--- src/rtl/demux_pkg.sv ---
// Shared definitions for the streaming 1:N demultiplexer.
package demux_pkg;

    // Default width of the saturating drop counter.
    localparam int unsigned DROP_CNTW = 8;

    // Saturation value of a default-width drop counter.
    localparam logic [DROP_CNTW-1:0] DROP_SAT = {DROP_CNTW{1'b1}};

    // Channel select width; never below one bit so N=2 still has a select line.
    function automatic int unsigned sel_width(input int unsigned n);
        return (n <= 2) ? 1 : $clog2(n);
    endfunction

endpackage

--- src/rtl/demux_stream_if.sv ---
// Producer-side and consumer-side stream signals of the demultiplexer.
interface demux_stream_if
    import demux_pkg::*;
#(
    parameter int unsigned N    = 8,
    parameter int unsigned W    = 8,
    parameter int unsigned SELW = sel_width(N)
);
    logic            in_valid;
    logic            in_ready;
    logic [W-1:0]    in_data;
    logic [SELW-1:0] in_sel;
    logic            in_bcast;
    logic [N-1:0]    out_valid;
    logic [N-1:0]    out_ready;
    logic [N*W-1:0]  out_data;

    // Demultiplexer view.
    modport slave (
        input  in_valid, in_data, in_sel, in_bcast, out_ready,
        output in_ready, out_valid, out_data
    );

    // Producer/consumer view.
    modport master (
        output in_valid, in_data, in_sel, in_bcast, out_ready,
        input  in_ready, out_valid, out_data
    );
endinterface

--- src/rtl/demux_chan_reg.sv ---
// One-entry output register slice for a single demux channel.
module demux_chan_reg #(
    parameter int unsigned W = 8
) (
    input  logic         clk,
    input  logic         rst_n,
    input  logic         load,
    input  logic         pop,
    input  logic [W-1:0] d,
    output logic         full,
    output logic [W-1:0] q
);

    // Load wins over pop so a simultaneous pop+load keeps the slot full with the new word.
    always_ff @(posedge clk or negedge rst_n) begin
        if (!rst_n) begin
            full <= 1'b0;
            q    <= '0;
        end else if (load) begin
            full <= 1'b1;
            q    <= d;
        end else if (pop) begin
            full <= 1'b0;
        end
    end

endmodule

--- src/rtl/demux_stream.sv ---
// Clocked, handshaked 1:N stream demultiplexer with broadcast and bad-select drop counting.
module demux_stream
    import demux_pkg::*;
#(
    parameter int unsigned N    = 8,
    parameter int unsigned W    = 8,
    parameter int unsigned CNTW = DROP_CNTW
) (
    input  logic            clk,
    input  logic            rst_n,
    demux_stream_if.slave   s,
    output logic            sel_err,
    output logic [CNTW-1:0] drop_cnt
);

    localparam int unsigned SELW = sel_width(N);
    localparam int unsigned SELN = 1 << SELW;

    logic [N-1:0]    full_v;
    logic [N-1:0]    pop_c;
    logic [N-1:0]    load_c;
    logic [N-1:0]    can_acc_c;
    logic [SELN-1:0] can_acc_pad_c;
    logic            full_q [N];
    logic [W-1:0]    data_q [N];
    logic [N*W-1:0]  out_data_c;
    logic            sel_ok_c;
    logic            in_ready_c;
    logic            fire_c;
    logic            drop_c;

    // A channel can take a word if empty or being drained this cycle.
    assign can_acc_c     = ~full_v | s.out_ready;
    assign pop_c         = full_v & s.out_ready;
    assign can_acc_pad_c = SELN'(can_acc_c);
    assign sel_ok_c      = (32'(s.in_sel) < 32'(N));

    // Select decode: broadcast needs every channel, unicast only its target, bad selects always drain.
    always_comb begin
        in_ready_c = 1'b1;
        if (s.in_bcast) begin
            in_ready_c = &can_acc_c;
        end else if (sel_ok_c) begin
            in_ready_c = can_acc_pad_c[s.in_sel];
        end
    end

    assign fire_c = s.in_valid & in_ready_c;
    assign drop_c = fire_c & ~s.in_bcast & ~sel_ok_c;

    // Per-channel load enables from the decoded select or broadcast.
    always_comb begin
        load_c = '0;
        for (int i = 0; i < int'(N); i++) begin
            load_c[i] = fire_c & (s.in_bcast | (sel_ok_c & (32'(s.in_sel) == 32'(i))));
        end
    end

    // One register slice per output channel.
    for (genvar g = 0; g < int'(N); g++) begin : g_chan
        demux_chan_reg #(.W(W)) u_chan (
            .clk   (clk),
            .rst_n (rst_n),
            .load  (load_c[g]),
            .pop   (pop_c[g]),
            .d     (s.in_data),
            .full  (full_q[g]),
            .q     (data_q[g])
        );
    end

    // Pack channel state onto the flat output buses.
    always_comb begin
        full_v     = '0;
        out_data_c = '0;
        for (int i = 0; i < int'(N); i++) begin
            full_v[i]           = full_q[i];
            out_data_c[i*W +: W] = data_q[i];
        end
    end

    assign s.in_ready  = in_ready_c;
    assign s.out_valid = full_v;
    assign s.out_data  = out_data_c;

    // Bad-select pulse and saturating drop counter.
    always_ff @(posedge clk or negedge rst_n) begin
        if (!rst_n) begin
            sel_err  <= 1'b0;
            drop_cnt <= '0;
        end else begin
            sel_err <= drop_c;
            if (drop_c && (drop_cnt != {CNTW{1'b1}})) begin
                drop_cnt <= drop_cnt + CNTW'(1);
            end
        end
    end

endmodule

--- src/flat_wrapper.sv ---
// flat-port wrapper written by rule: the top's interface ports become plain ports
module demux_stream_flat import demux_pkg::*;
#(
    parameter int unsigned N    = 8,
    parameter int unsigned W    = 8,
    parameter int unsigned CNTW = DROP_CNTW
)
  (clk, rst_n, sel_err, drop_cnt, s_in_valid, s_in_data, s_in_sel, s_in_bcast, s_out_ready, s_in_ready, s_out_valid, s_out_data);
  demux_stream_if #(.N(N), .W(W)) s_i ();
  input  logic clk;
  input  logic rst_n;
  output logic sel_err;
  output logic [CNTW-1:0] drop_cnt;
  input wire logic [$bits(s_i.in_valid)-1:0] s_in_valid;
  input wire logic [$bits(s_i.in_data)-1:0] s_in_data;
  input wire logic [$bits(s_i.in_sel)-1:0] s_in_sel;
  input wire logic [$bits(s_i.in_bcast)-1:0] s_in_bcast;
  input wire logic [$bits(s_i.out_ready)-1:0] s_out_ready;
  output wire logic [$bits(s_i.in_ready)-1:0] s_in_ready;
  output wire logic [$bits(s_i.out_valid)-1:0] s_out_valid;
  output wire logic [$bits(s_i.out_data)-1:0] s_out_data;
  assign s_i.in_valid = s_in_valid;
  assign s_i.in_data = s_in_data;
  assign s_i.in_sel = s_in_sel;
  assign s_i.in_bcast = s_in_bcast;
  assign s_i.out_ready = s_out_ready;
  assign s_in_ready = s_i.in_ready;
  assign s_out_valid = s_i.out_valid;
  assign s_out_data = s_i.out_data;
  demux_stream #(.N(N), .W(W), .CNTW(CNTW)) u_core (.clk(clk), .rst_n(rst_n), .s(s_i), .sel_err(sel_err), .drop_cnt(drop_cnt));
endmodule
--- config.mk ---
export PLATFORM = sky130hd
export DESIGN_NAME = demux_stream_flat
export DESIGN_NICKNAME = d
export VERILOG_FILES = /design/src/rtl/demux_pkg.sv /design/src/rtl/demux_stream_if.sv /design/src/rtl/demux_chan_reg.sv /design/src/rtl/demux_stream.sv /design/src/flat_wrapper.sv
export SDC_FILE = /design/constraint.sdc
export NUM_CORES = 1
export LEC_CHECK = 0
export CORE_MARGIN = 5
export CORE_UTILIZATION = 49
export CTS_CLUSTER_SIZE = 14
export DETAILED_ROUTE_END_ITERATION = 10
export PLACE_DENSITY = 0.94
export SYNTH_ARGS = -nofsm -noshare
export SYNTH_HDL_FRONTEND = slang
export SYNTH_SLANG_ARGS = --single-unit
--- constraint.sdc ---
create_clock -name clk -period 2.73 [get_ports clk]
set_clock_uncertainty 0.05 [all_clocks]
set_input_delay 0.546 -clock clk [delete_from_list [all_inputs] [get_ports clk]]
set_output_delay 0.546 -clock clk [all_outputs]
set_load 0.1 [all_outputs]
Word level (Yosys, flattened, before mapping)
Index checks and enable logic that the tools add are counted.

Reductions and logical operators: 10. Equal/unequal tests: 7. Magnitude comparators: 1. Mux-type cells: 19. Bitwise gates (word level): 20.

Operator list (number): two-way mux 1 bit (18); nonzero test 2 bit (8); equality test 3 bit (second input constant) (4); AND 1 bit (9); AND 8 bit (1); inverter 8 bit (1); bitwise OR 1 bit (8); bitwise OR 8 bit (1); AND reduction 8 bit (1); equality test 3 x 2 -> 1 bit (second input constant) (2); less-than comparator 3 x 4 -> 1 bit (second input constant) (1); binary-select mux 1 bit (select 3 bit) (1); equality test 3 x 1 -> 1 bit (second input constant) (1); logical NOT 3 bit (1).

Output and inout port bits: 82. Register bits after elaboration: 72. Logic and storage cells: 73.

Logic depth before layout (Yosys ltp)
Gate-level depths: netlist (run 1).

Depth in word-level cells: 8. Mapped depth: 7. Depth with buffers taken out: 5.

Cells and area by module
A second synthesis (run 1) with hierarchy kept.

Cells, all modules: 229. Area total of the unflattened synthesis: 3467.1 um^2.

By module, submodules not included: demux_chan_reg (sequential area each 225.2 um^2, instances 8, area an instance 369.1 um^2, cells an instance 20); demux_stream (sequential area each 0.0 um^2, instances 1, area an instance 514.2 um^2, cells an instance 69).

Worst setup path after synthesis (run 1)
Ideal clock, no wire load.

Path kind: input port to output port. Start point: in s_in_sel[0]. End point: out s_in_ready. Slack: 287 ps. Arrival time: 1847 ps. Stages: 4. Cell sequence: or2_2 > o221a_2 > o221a_2 > o31a_1.

Longest elaborated chain between the ends: 3.

Ends and longest elaborated chain: from (decl) (RTL line flat_wrapper.sv:16) `input wire logic [$bits(s_i.in_sel)-1:0] s_in_sel;`; binary-select mux 1 bit (select 3 bit) (RTL line demux_stream.sv:44) `in_ready_c = can_acc_pad_c[s.in_sel];`; two-way mux 1 bit (implied by the code) (RTL line demux_stream.sv:44); two-way mux 1 bit (RTL line demux_stream.sv:41) `if (s.in_bcast) begin`; to (decl) (RTL line flat_wrapper.sv:19) `output wire logic [$bits(s_i.in_ready)-1:0] s_in_ready;`.

No other way between the ends. The select of a mux whose other input is x is not followed.

Worst setup path in the final report (run 1)
Start point: in s_out_ready[1]. End point: out s_in_ready.

Longest elaborated chain between the ends: 4.

Ends and longest elaborated chain: from (decl) (RTL line flat_wrapper.sv:18) `input wire logic [$bits(s_i.out_ready)-1:0] s_out_ready;`; bitwise OR 8 bit * (RTL line demux_stream.sv:33) `assign can_acc_c = ~full_v | s.out_ready;`; binary-select mux 1 bit (select 3 bit) (RTL line demux_stream.sv:44); two-way mux 1 bit (implied by the code) (RTL line demux_stream.sv:44); two-way mux 1 bit * (RTL line demux_stream.sv:41).

Mark *: on every way between the ends. The rest lies on a longest branch, timed or not. The select of a mux whose other input is x is not followed.

==> results.md, run 1 <==
- Status: finished clean
- Die Ht: 89.6 um
- CTS buffer count: 9
- HP Class: in2async
- Slew Viols, Final: 0
- Hold Fails Final Rpt: 0
- Final Cycle Share: 0.957
- Resized Gates After CTS: 2
- Port Buf Inserts: 95
- Crit path max fanout: 3
- Normalized max-slew margin: 0.412
- DR vias/cell: 5.08
- Post-layout instance area: 4200 um^2
- Initial antenna violation count: 0
- Post-synth EDFFs: 0
- Post-DP Area: 4010 um^2
- Total GRT Usage: 0.194
- RePlAce Congestion: 0.826
- Synthesis warning total: 0
- Register area: 1800 um^2
- Row count: 29
- Clk_lat worst skew: 0.33 ns
- Post-synth top area cell: dfrtp_1
- Slowest stage cell, crit path: clkdlybuf4s50_1
- Reg-to-Reg Start: u_core.g_chan[7].u_chan.full
- Area delta synth->final: 35.4%
- H-tree levels: 3
- Post-CTS setup buffers: 0
- Crit path required time: 2.13 ns
- Yosys reg bits: 72
- Final wirelength: 7370 um
- CTS tree: built
- Distinct cells, synth: 26
- Worst path arrival time: 2.02 ns
- Mapped Cells: 205
- Initial Util: 0.497
- WL/cell: 18.5 um
- Synth top area share: 0.581
- # diodes: 0
- Clk sinks: 72
- DP HPWL: 5390 um
- Syn Std Cell Area: 3100 um^2
- Post-Syn Area per Cell: 15.1 um^2
- Startpoint Class: input port
- Crit-path cells: clkdlybuf4s50_1, nand2b_1, o221a_2, o221a_2, o31a_1, buf_12
- Layout cells sized above 1: 0.568
- DRC: 0
- Core area: 6240 um^2
- Total grt overflow: 0
- Num ports: 105
- Worst Path Buf+Inv: 2
- First-pass GRT wire length: 11500 um
- Clock-pin slew on the worst setup and hold paths: 0.08 ns
- Final Critical Period: 2.61 ns
- Pre-antenna DRT Iters: 4
- Die W: 89.6 um
- Clock tree buffer depth: 2
- RSZ-0062 raised after global routing: no
- CTS Root Cell: clkbuf_8
- Most common flop cell mapped by yosys: dfrtp_1
- Final hold slack: 0.288 ns
- Vias in the first global route: 2190
- Fillers: 458
- Footprint of the multi-input gates: 1160 um^2
- Nets@finish: 340
- # Max-Cap Violations: 0
- Initial drt markers: 58
- CP top delay family: compound AO/OA/AOI/OAI gates
- Sequential area share after synthesis: 0.581
- Area contributors post-synth: dfrtp_1, mux2_2, mux2_4, buf_4, nand2b_1
- Reg2reg path depth: 5
- Worst Tran Pin Value: 0.882 ns
- Max Fclk: 0.383 GHz
- Ys async rst share: 1.00
- Crit Path Class: in2out
- FF-to-FF setup slack: 0.61 ns
- Post-CTS Hold Fix Bufs: 0
- Critical Path Max Stage Delay: 0.39 ns
- Largest net degree at the start of global routing: 73
- Vias post-DR: 2028
- Critical Path End Type: output port
- Final setup vio count: 0
- CP most frequent cell: o221a_2
- Die area: 8020 um^2
- Reg2reg end: u_core.g_chan[0].u_chan.q[1]
- Remaining antenna violation count: 0
Yosys cell counts (all sizes together), types with 2 or more instances:
master and count:
mux2 64, nand2 8, nand3 3, o21a 3
o21ai 4, buf 21, nand2b 12, nor2b 2
o221a 3, nand4 3, dfrtp 72
cells in the final DEF (no fill, tap or decap), drive strengths merged, types with 2 or more instances in the layout:
cell type,instances
buf,93
clkbuf,9
nand2,8
inv,2
dlygate4sd2,2
clkinvlp,3
mux2,64
o21a,3
dfrtp,72
nand4,3
nand2b,12
o221a,3
o21ai,4
clkdlybuf4s50,19
nor2b,2
nand3,3
conb,9
clkinv,2
area by class of cell:
cell class,count,share of cell area
clock buffer,9,0.0295
clock inverter,7,0.0170
inverter,1,0.000894
multi-input combinational,119,0.276
sequential,72,0.429
tap,77,0.0229
timing repair buffer,114,0.225
worst max-delay path by stage:
stage	endpoint	slack [ns]	cells after the start	start
2_1_floorplan	s_in_ready	0.29	4	s_in_sel[0]
3_3_place_gp	s_in_ready	-0.07	6	s_in_sel[0]
3_5_place_dp	s_in_ready	-0.08	6	s_in_sel[0]
4_1_cts	s_in_ready	0.12	6	s_out_ready[1]
5_1_grt	s_in_ready	0.05	6	s_out_ready[1]
6_report	s_in_ready	0.12	6	s_out_ready[1]
per-layer routing:
metal	vias up	track usage	wire length [um]
li1	919	-	-
met1	1012	0.235	2960
met2	83	0.329	3750
met3	14	0.0488	529
met4	0	0.0771	131
met5	-	0	0
state kept, by name, indices dropped and copies added, names as in the netlist:
signal / cells
u_core.g_chan.u_chan.full: 8
u_core.g_chan.u_chan.q: 64
cell families after synthesis:
| family | count (synthesis) | share of synthesized area |
|---|---|---|
| flip-flops | 72 | 0.581 |
| multiplexers | 64 | 0.261 |
| AND/OR/NAND/NOR | 33 | 0.0613 |
| buffers and inverters | 22 | 0.0549 |
| AO/OA/AOI/OAI | 13 | 0.0403 |
| other | 1 | 0.00121 |
per-stage QoR:
stage	std cells	utilization	setup slack, ns	setup TNS, ns
after floorplan	213	-	0.287	0
after global placement	383	0.642	-0.0696	-0.106
after detailed placement	383	0.642	-0.0825	-1.40
after CTS	399	0.673	0.120	0
after global routing	399	0.673	0.0470	0
final	399	0.673	0.118	0
Power of run 1 is left out: the tool's default activity adds up to more than one toggle a clock period on the data nets, which glitch-free logic cannot reach.
==> inputs of run 2 (changes only) <==
- CORE_UTILIZATION: 49 -> 60
- CTS_CLUSTER_DIAMETER: unset -> 150
- DONT_BUFFER_PORTS: unset -> 1
- PLACE_DENSITY: 0.94 -> 0.85
==> run 2 against run 1 <==
Against the previous run:
- clock-buffer cell count is 4 higher
- worst setup slack better by 0.26 ns
- utilization shrank 0.96 points
- maximum frequency grew 11%
- register-to-register slack got worse by 0.13 ns
- highest routed layer unchanged
- final area decreased by 20%
- via count is 19% lower
- wire length decreased by 14%
==> results.md, run 2 (synthesis results as in run 1) <==
- Status: finished clean
- Die area: 6710 um^2 (-16%)
- Total grt overflow: 0 (unchanged)
- Port Buf Inserts: 0 (-100%)
- Biggest register: u_core.g_chan.u_chan.q
- Total GRT Usage: 0.203 (+0.00899)
- Number of flip-flops in the largest register: 64 (unchanged)
- Setup TNS: 0 ns (unchanged)
- Fillers: 376 (-18%)
- Die W: 81.9 um (-8.6%)
- Vias post-DR: 1640 (-19%)
- WL/cell: 22.2 um (+20%)
- Num ports: 105 (unchanged)
- Initial drt markers: 91 (+57%)
- RSZ-0062 raised after global routing: no
- Largest net degree at the start of global routing: 73 (unchanged)
- Most frequent cells in the layout: dfrtp_1, mux2_2, mux2_4
- Post-CTS Hold Fix Bufs: 1 (+1)
- Post-CTS setup buffers: 0 (unchanged)
- FF-to-FF setup slack: 0.48 ns (-0.13 ns)
- Most common cell after layout, fill and taps aside: dfrtp_1
- Crit Path Class: in2out
- Resized Gates After CTS: 0 (-2)
- Worst Tran Pin Value: 0.935 ns (+0.0531 ns)
- Clock-pin slew on the worst setup and hold paths: 0.07 ns (about the same)
- Core area: 5070 um^2 (-19%)
- DP HPWL: 4470 um (-17%)
- DRC: 0 (unchanged)
- Normalized max-slew margin: 0.377 (-0.0354)
- Reg-to-Reg Start: u_core.g_chan[2].u_chan.full
- Clk sinks: 72 (unchanged)
- Startpoint Class: input port
- Critical Path End: s_in_ready
- HP Class: in2async
- Row count: 26 (-10%)
- Top Registers: u_core.g_chan.u_chan.q x64, u_core.g_chan.u_chan.full x8
- DR vias/cell: 5.71 (+12%)
- Crit path required time: 2.13 ns (about the same)
- Pre-antenna DRT Iters: 4 (unchanged)
- Post-DP Area: 3130 um^2 (-22%)
- Layout cells sized above 1: 0.452 (-0.117)
- Slew Viols, Final: 0 (unchanged)
- Footprint of the multi-input gates: 1160 um^2 (unchanged)
- Register area: 1800 um^2 (unchanged)
- Vias in the first global route: 1736 (-21%)
- Max Fclk: 0.425 GHz (+11%)
- Final setup vio count: 0 (unchanged)
- First-pass GRT wire length: 9800 um (-15%)
- Area delta synth->final: 8.55%
- Clk_lat worst skew: 0.34 ns (about the same)
- Initial Util: 0.611 (+0.114)
- Hold Fails Final Rpt: 0 (unchanged)
- CTS tree: built
- # diodes: 0 (unchanged)
- CTS buffer count: 9 (unchanged)
- Worst path arrival time: 1.76 ns (-0.26 ns)
- Initial antenna violation count: 0 (unchanged)
- Worst Setup SP: s_in_sel[0]
- Remaining antenna violation count: 0 (unchanged)
- Nets@finish: 236 (-31%)
- Clock tree buffer depth: 2 (unchanged)
- Reg2reg path depth: 5 (unchanged)
- Die Ht: 81.9 um (-8.6%)
- CTS Root Cell: clkbuf_8
- RePlAce Congestion: 0.828 (+0.28%)
- Post-layout instance area: 3370 um^2 (-20%)
- # Max-Cap Violations: 0 (unchanged)
- Final wirelength: 6370 um (-14%)
- Final Critical Period: 2.35 ns (-0.261 ns)
- Crit path max fanout: 6 (+3)
- Final Cycle Share: 0.861 (-0.0956)
- H-tree levels: 3 (unchanged)
- Reg2reg end: u_core.g_chan[1].u_chan.q[0]
- Critical Path End Type: output port
==> run 2: cell types whose count changed in the layout (fill, tap and decap cells not counted), sizes merged, moves of 2 or more <==
cell / change
buf: -83
dlygate4sd2: -2
clkinvlp: -2
clkinv: -2
clkdlybuf4s50: -19
clkbuf: +4
==> run 2: routing by layer <==
layer / GRT usage / share of wire / routed length [um] / up-vias
met5: 0 / 0 / 0 / -
met4: 0.0681 / 0.0056 / 36 / 0
met3: 0.101 / 0.12 / 782 / 2
met2: 0.317 / 0.48 / 3090 / 82
met1: 0.244 / 0.39 / 2470 / 842
li1: - / - / - / 714
==> run 2: critical path, cell delays in order <==
cell and delay [ns]:
or2_2 0.33, o221a_2 0.30, o221a_2 0.13, o31a_1 0.27, buf_12 0.18
==> run 2: worst min-delay path by stage <==
stage | cells after the start | end | from | slack [ns]
after detailed placement | 0 | u_core.g_chan[0].u_chan.q[2] | rst_n | 0.20
final | 1 | u_core.g_chan[1].u_chan.q[4] | rst_n | 0.05
after global routing | 1 | u_core.g_chan[4].u_chan.q[5] | rst_n | 0.05
after floorplan | 0 | u_core.g_chan[0].u_chan.full | rst_n | 0.20
after CTS | 1 | u_core.g_chan[4].u_chan.q[5] | rst_n | 0.04
after global placement | 0 | u_core.g_chan[0].u_chan.q[2] | rst_n | 0.20
==> run 2: area by class of cell <==
cell class,count,area share
Clock buffer,13,0.0502
Clock inverter,2,0.0111
Inverter,1,0.00111
Multi-Input combinational cell,119,0.344
Sequential cell,72,0.535
Tap cell,70,0.0260
Timing Repair Buffer,10,0.0320
==> run 2: metrics by stage <==
stage | util | instances | worst slack (ns) | hold slack (ns)
detailed placement | 0.617 | 271 | 0.301 | 0.202
global route | 0.663 | 287 | 0.336 | 0.0525
floorplan | - | 213 | 0.287 | 0.200
global placement | 0.617 | 271 | 0.356 | 0.202
finish | 0.663 | 287 | 0.379 | 0.0487
CTS | 0.663 | 287 | 0.383 | 0.0447
Power of run 2 is left out for the same reason.
==> inputs of run 3 (changes only) <==
- CORE_UTILIZATION: 60 -> 55
- GPL_ROUTABILITY_DRIVEN: unset -> 0
- PLACE_DENSITY: 0.85 -> 0.79
- TNS_END_PERCENT: unset -> 100
==> run 3 against run 2 <==
Against the previous run:
- wire length decreased by 0.66%
- worst setup slack gained 0.0018 ns
- global-route usage decreased by 1.7 points
- worst hold slack worse by 0.0014 ns
- register-to-register slack better by 0.02 ns
- first-iteration DRC count decreased by 37%
- sequential share of layout area grew 0.22 points
- final cell count increased by 1.0%
- die area increased by 8.0%
- critical path depth did not move
- largest cell class unchanged
- highest routed layer unchanged
==> results.md, run 3 (synthesis results as in run 1) <==
- Status: finished clean
- Total GRT Usage: 0.185 (-0.0173)
- Top Registers: u_core.g_chan.u_chan.q x64, u_core.g_chan.u_chan.full x8
- DR vias/cell: 5.66 (-0.91%)
- H-tree levels: 3 (unchanged)
- Worst Tran Pin Value: 0.945 ns (+0.00970 ns)
- CTS tree: built
- Final wirelength: 6330 um (-0.66%)
- Biggest register: u_core.g_chan.u_chan.q
- CTS Root Cell: clkbuf_8
- Number of flip-flops in the largest register: 64 (unchanged)
- RSZ-0062 raised after global routing: no
- Crit Path Class: in2out
- Most frequent cells in the layout: dfrtp_1, mux2_2, mux2_4
- Crit path required time: 2.13 ns (about the same)
- Vias post-DR: 1642 (+0.12%)
- First-pass GRT wire length: 10200 um (+3.7%)
- Normalized max-slew margin: 0.370 (-0.00647)
- Initial drt markers: 57 (-37%)
- Hold Fails Final Rpt: 0 (unchanged)
- Final setup vio count: 0 (unchanged)
- Post-CTS Hold Fix Bufs: 1 (unchanged)
- Setup WS pre-CTS: 0.305 ns (+0.00407 ns)
- Port Buf Inserts: 0 (unchanged)
- Critical Path End Type: output port
- Crit path max fanout: 6 (unchanged)
- DRC: 0 (unchanged)
- # Max-Cap Violations: 0 (unchanged)
- Worst path arrival time: 1.75 ns (about the same)
- Initial antenna violation count: 0 (unchanged)
- Die Ht: 85.1 um (+3.9%)
- DP HPWL: 4360 um (-2.5%)
- Clk_lat worst skew: 0.34 ns (about the same)
- Die area: 7240 um^2 (+8.0%)
- Post-CTS setup buffers: 0 (unchanged)
- Startpoint Class: input port
- Slew Viols, Final: 0 (unchanged)
- WL/cell: 21.8 um (-1.7%)
- Placed insts: 275 (+1.5%)
- Row count: 27 (+3.8%)
- Max Fclk: 0.426 GHz (about the same)
- Layout cells sized above 1: 0.454 (+0.00252)
- Initial Util: 0.563 (-0.0479)
- Total grt overflow: 0 (unchanged)
- Nets@finish: 238 (+0.85%)
- Clk sinks: 72 (unchanged)
- Final Cycle Share: 0.861 (about the same)
- Setup TNS: 0 ns (unchanged)
- Most common cell after layout, fill and taps aside: dfrtp_1
- Core area: 5510 um^2 (+8.5%)
- Num ports: 105 (unchanged)
- Remaining antenna violation count: 0 (unchanged)
- Clock tree buffer depth: 2 (unchanged)
- # diodes: 0 (unchanged)
- Pre-antenna DRT Iters: 4 (unchanged)
- CTS buffer count: 9 (unchanged)
- HP Class: in2async
- Vias in the first global route: 1730 (-0.35%)
- Final non-filler cell total: 290 (+1.0%)
- Die W: 85.1 um (+3.9%)
- Clock-pin slew on the worst setup and hold paths: 0.07 ns (about the same)
- Largest net degree at the start of global routing: 73 (unchanged)
- Final Critical Period: 2.35 ns (-0.00177 ns)
- Area delta synth->final: 8.11%
- Resized Gates After CTS: 0 (unchanged)
- Setup ws final: 0.381 ns (+0.00177 ns)
## run 3: cell types whose count changed in the layout (fill, tap and decap cells not counted)
cell      change
buf_4         +2
clkbuf_8      -3
clkinv_2      +2
## run 3: metrics by stage
stage | area (um^2) | utilization | hold slack (ns)
after floorplan | 3130 | - | 0.200
after global placement | 3150 | 0.572 | 0.202
after detailed placement | 3150 | 0.572 | 0.202
after CTS | 3350 | 0.609 | 0.0433
after global routing | 3350 | 0.609 | 0.0556
final | 3350 | 0.609 | 0.0473
## run 3: final cells by class
cell class                      count  area, um^2
Fill cell                         438        2150
Sequential cell                    72        1800
Multi-Input combinational cell    119        1160
Clock buffer                       10         128
Timing Repair Buffer               12         123
Tap cell                           72        90.1
Clock inverter                      4        47.5
Inverter                            1        3.75
## run 3: final timing paths
| check | slack [ns] | to | cells after the start | start |
|---|---|---|---|---|
| max in group asynchronous | 2.31 | u_core.g_chan[0].u_chan.q[1] | 1 | rst_n |
| worst min register to register | 0.48 | u_core.g_chan[7].u_chan.full | 2 | u_core.g_chan[7].u_chan.full |
| worst max register to register | 0.50 | u_core.g_chan[7].u_chan.q[1] | 5 | u_core.g_chan[2].u_chan.full |
| worst max-delay path | 0.38 | s_in_ready | 5 | s_in_sel[0] |
| worst min-delay path | 0.05 | u_core.g_chan[4].u_chan.q[7] | 1 | rst_n |
| min in group clk | 0.30 | u_core.g_chan[4].u_chan.q[1] | 1 | s_in_data[1] |
## run 3: critical path, cell delays in order
cell and delay (ns):
or2_2 0.33, o221a_2 0.30, o221a_2 0.13, o31a_1 0.27, buf_12 0.18
## run 3: layer usage
| metal | part of all wire | vias to the layer above | GRT usage |
|---|---|---|---|
| met5 | 0 | - | 0 |
| met4 | 0.015 | 0 | 0.0777 |
| met3 | 0.11 | 10 | 0.0806 |
| met2 | 0.48 | 80 | 0.288 |
| met1 | 0.39 | 837 | 0.226 |
| li1 | - | 715 | - |
Power of run 3 is left out for the same reason.
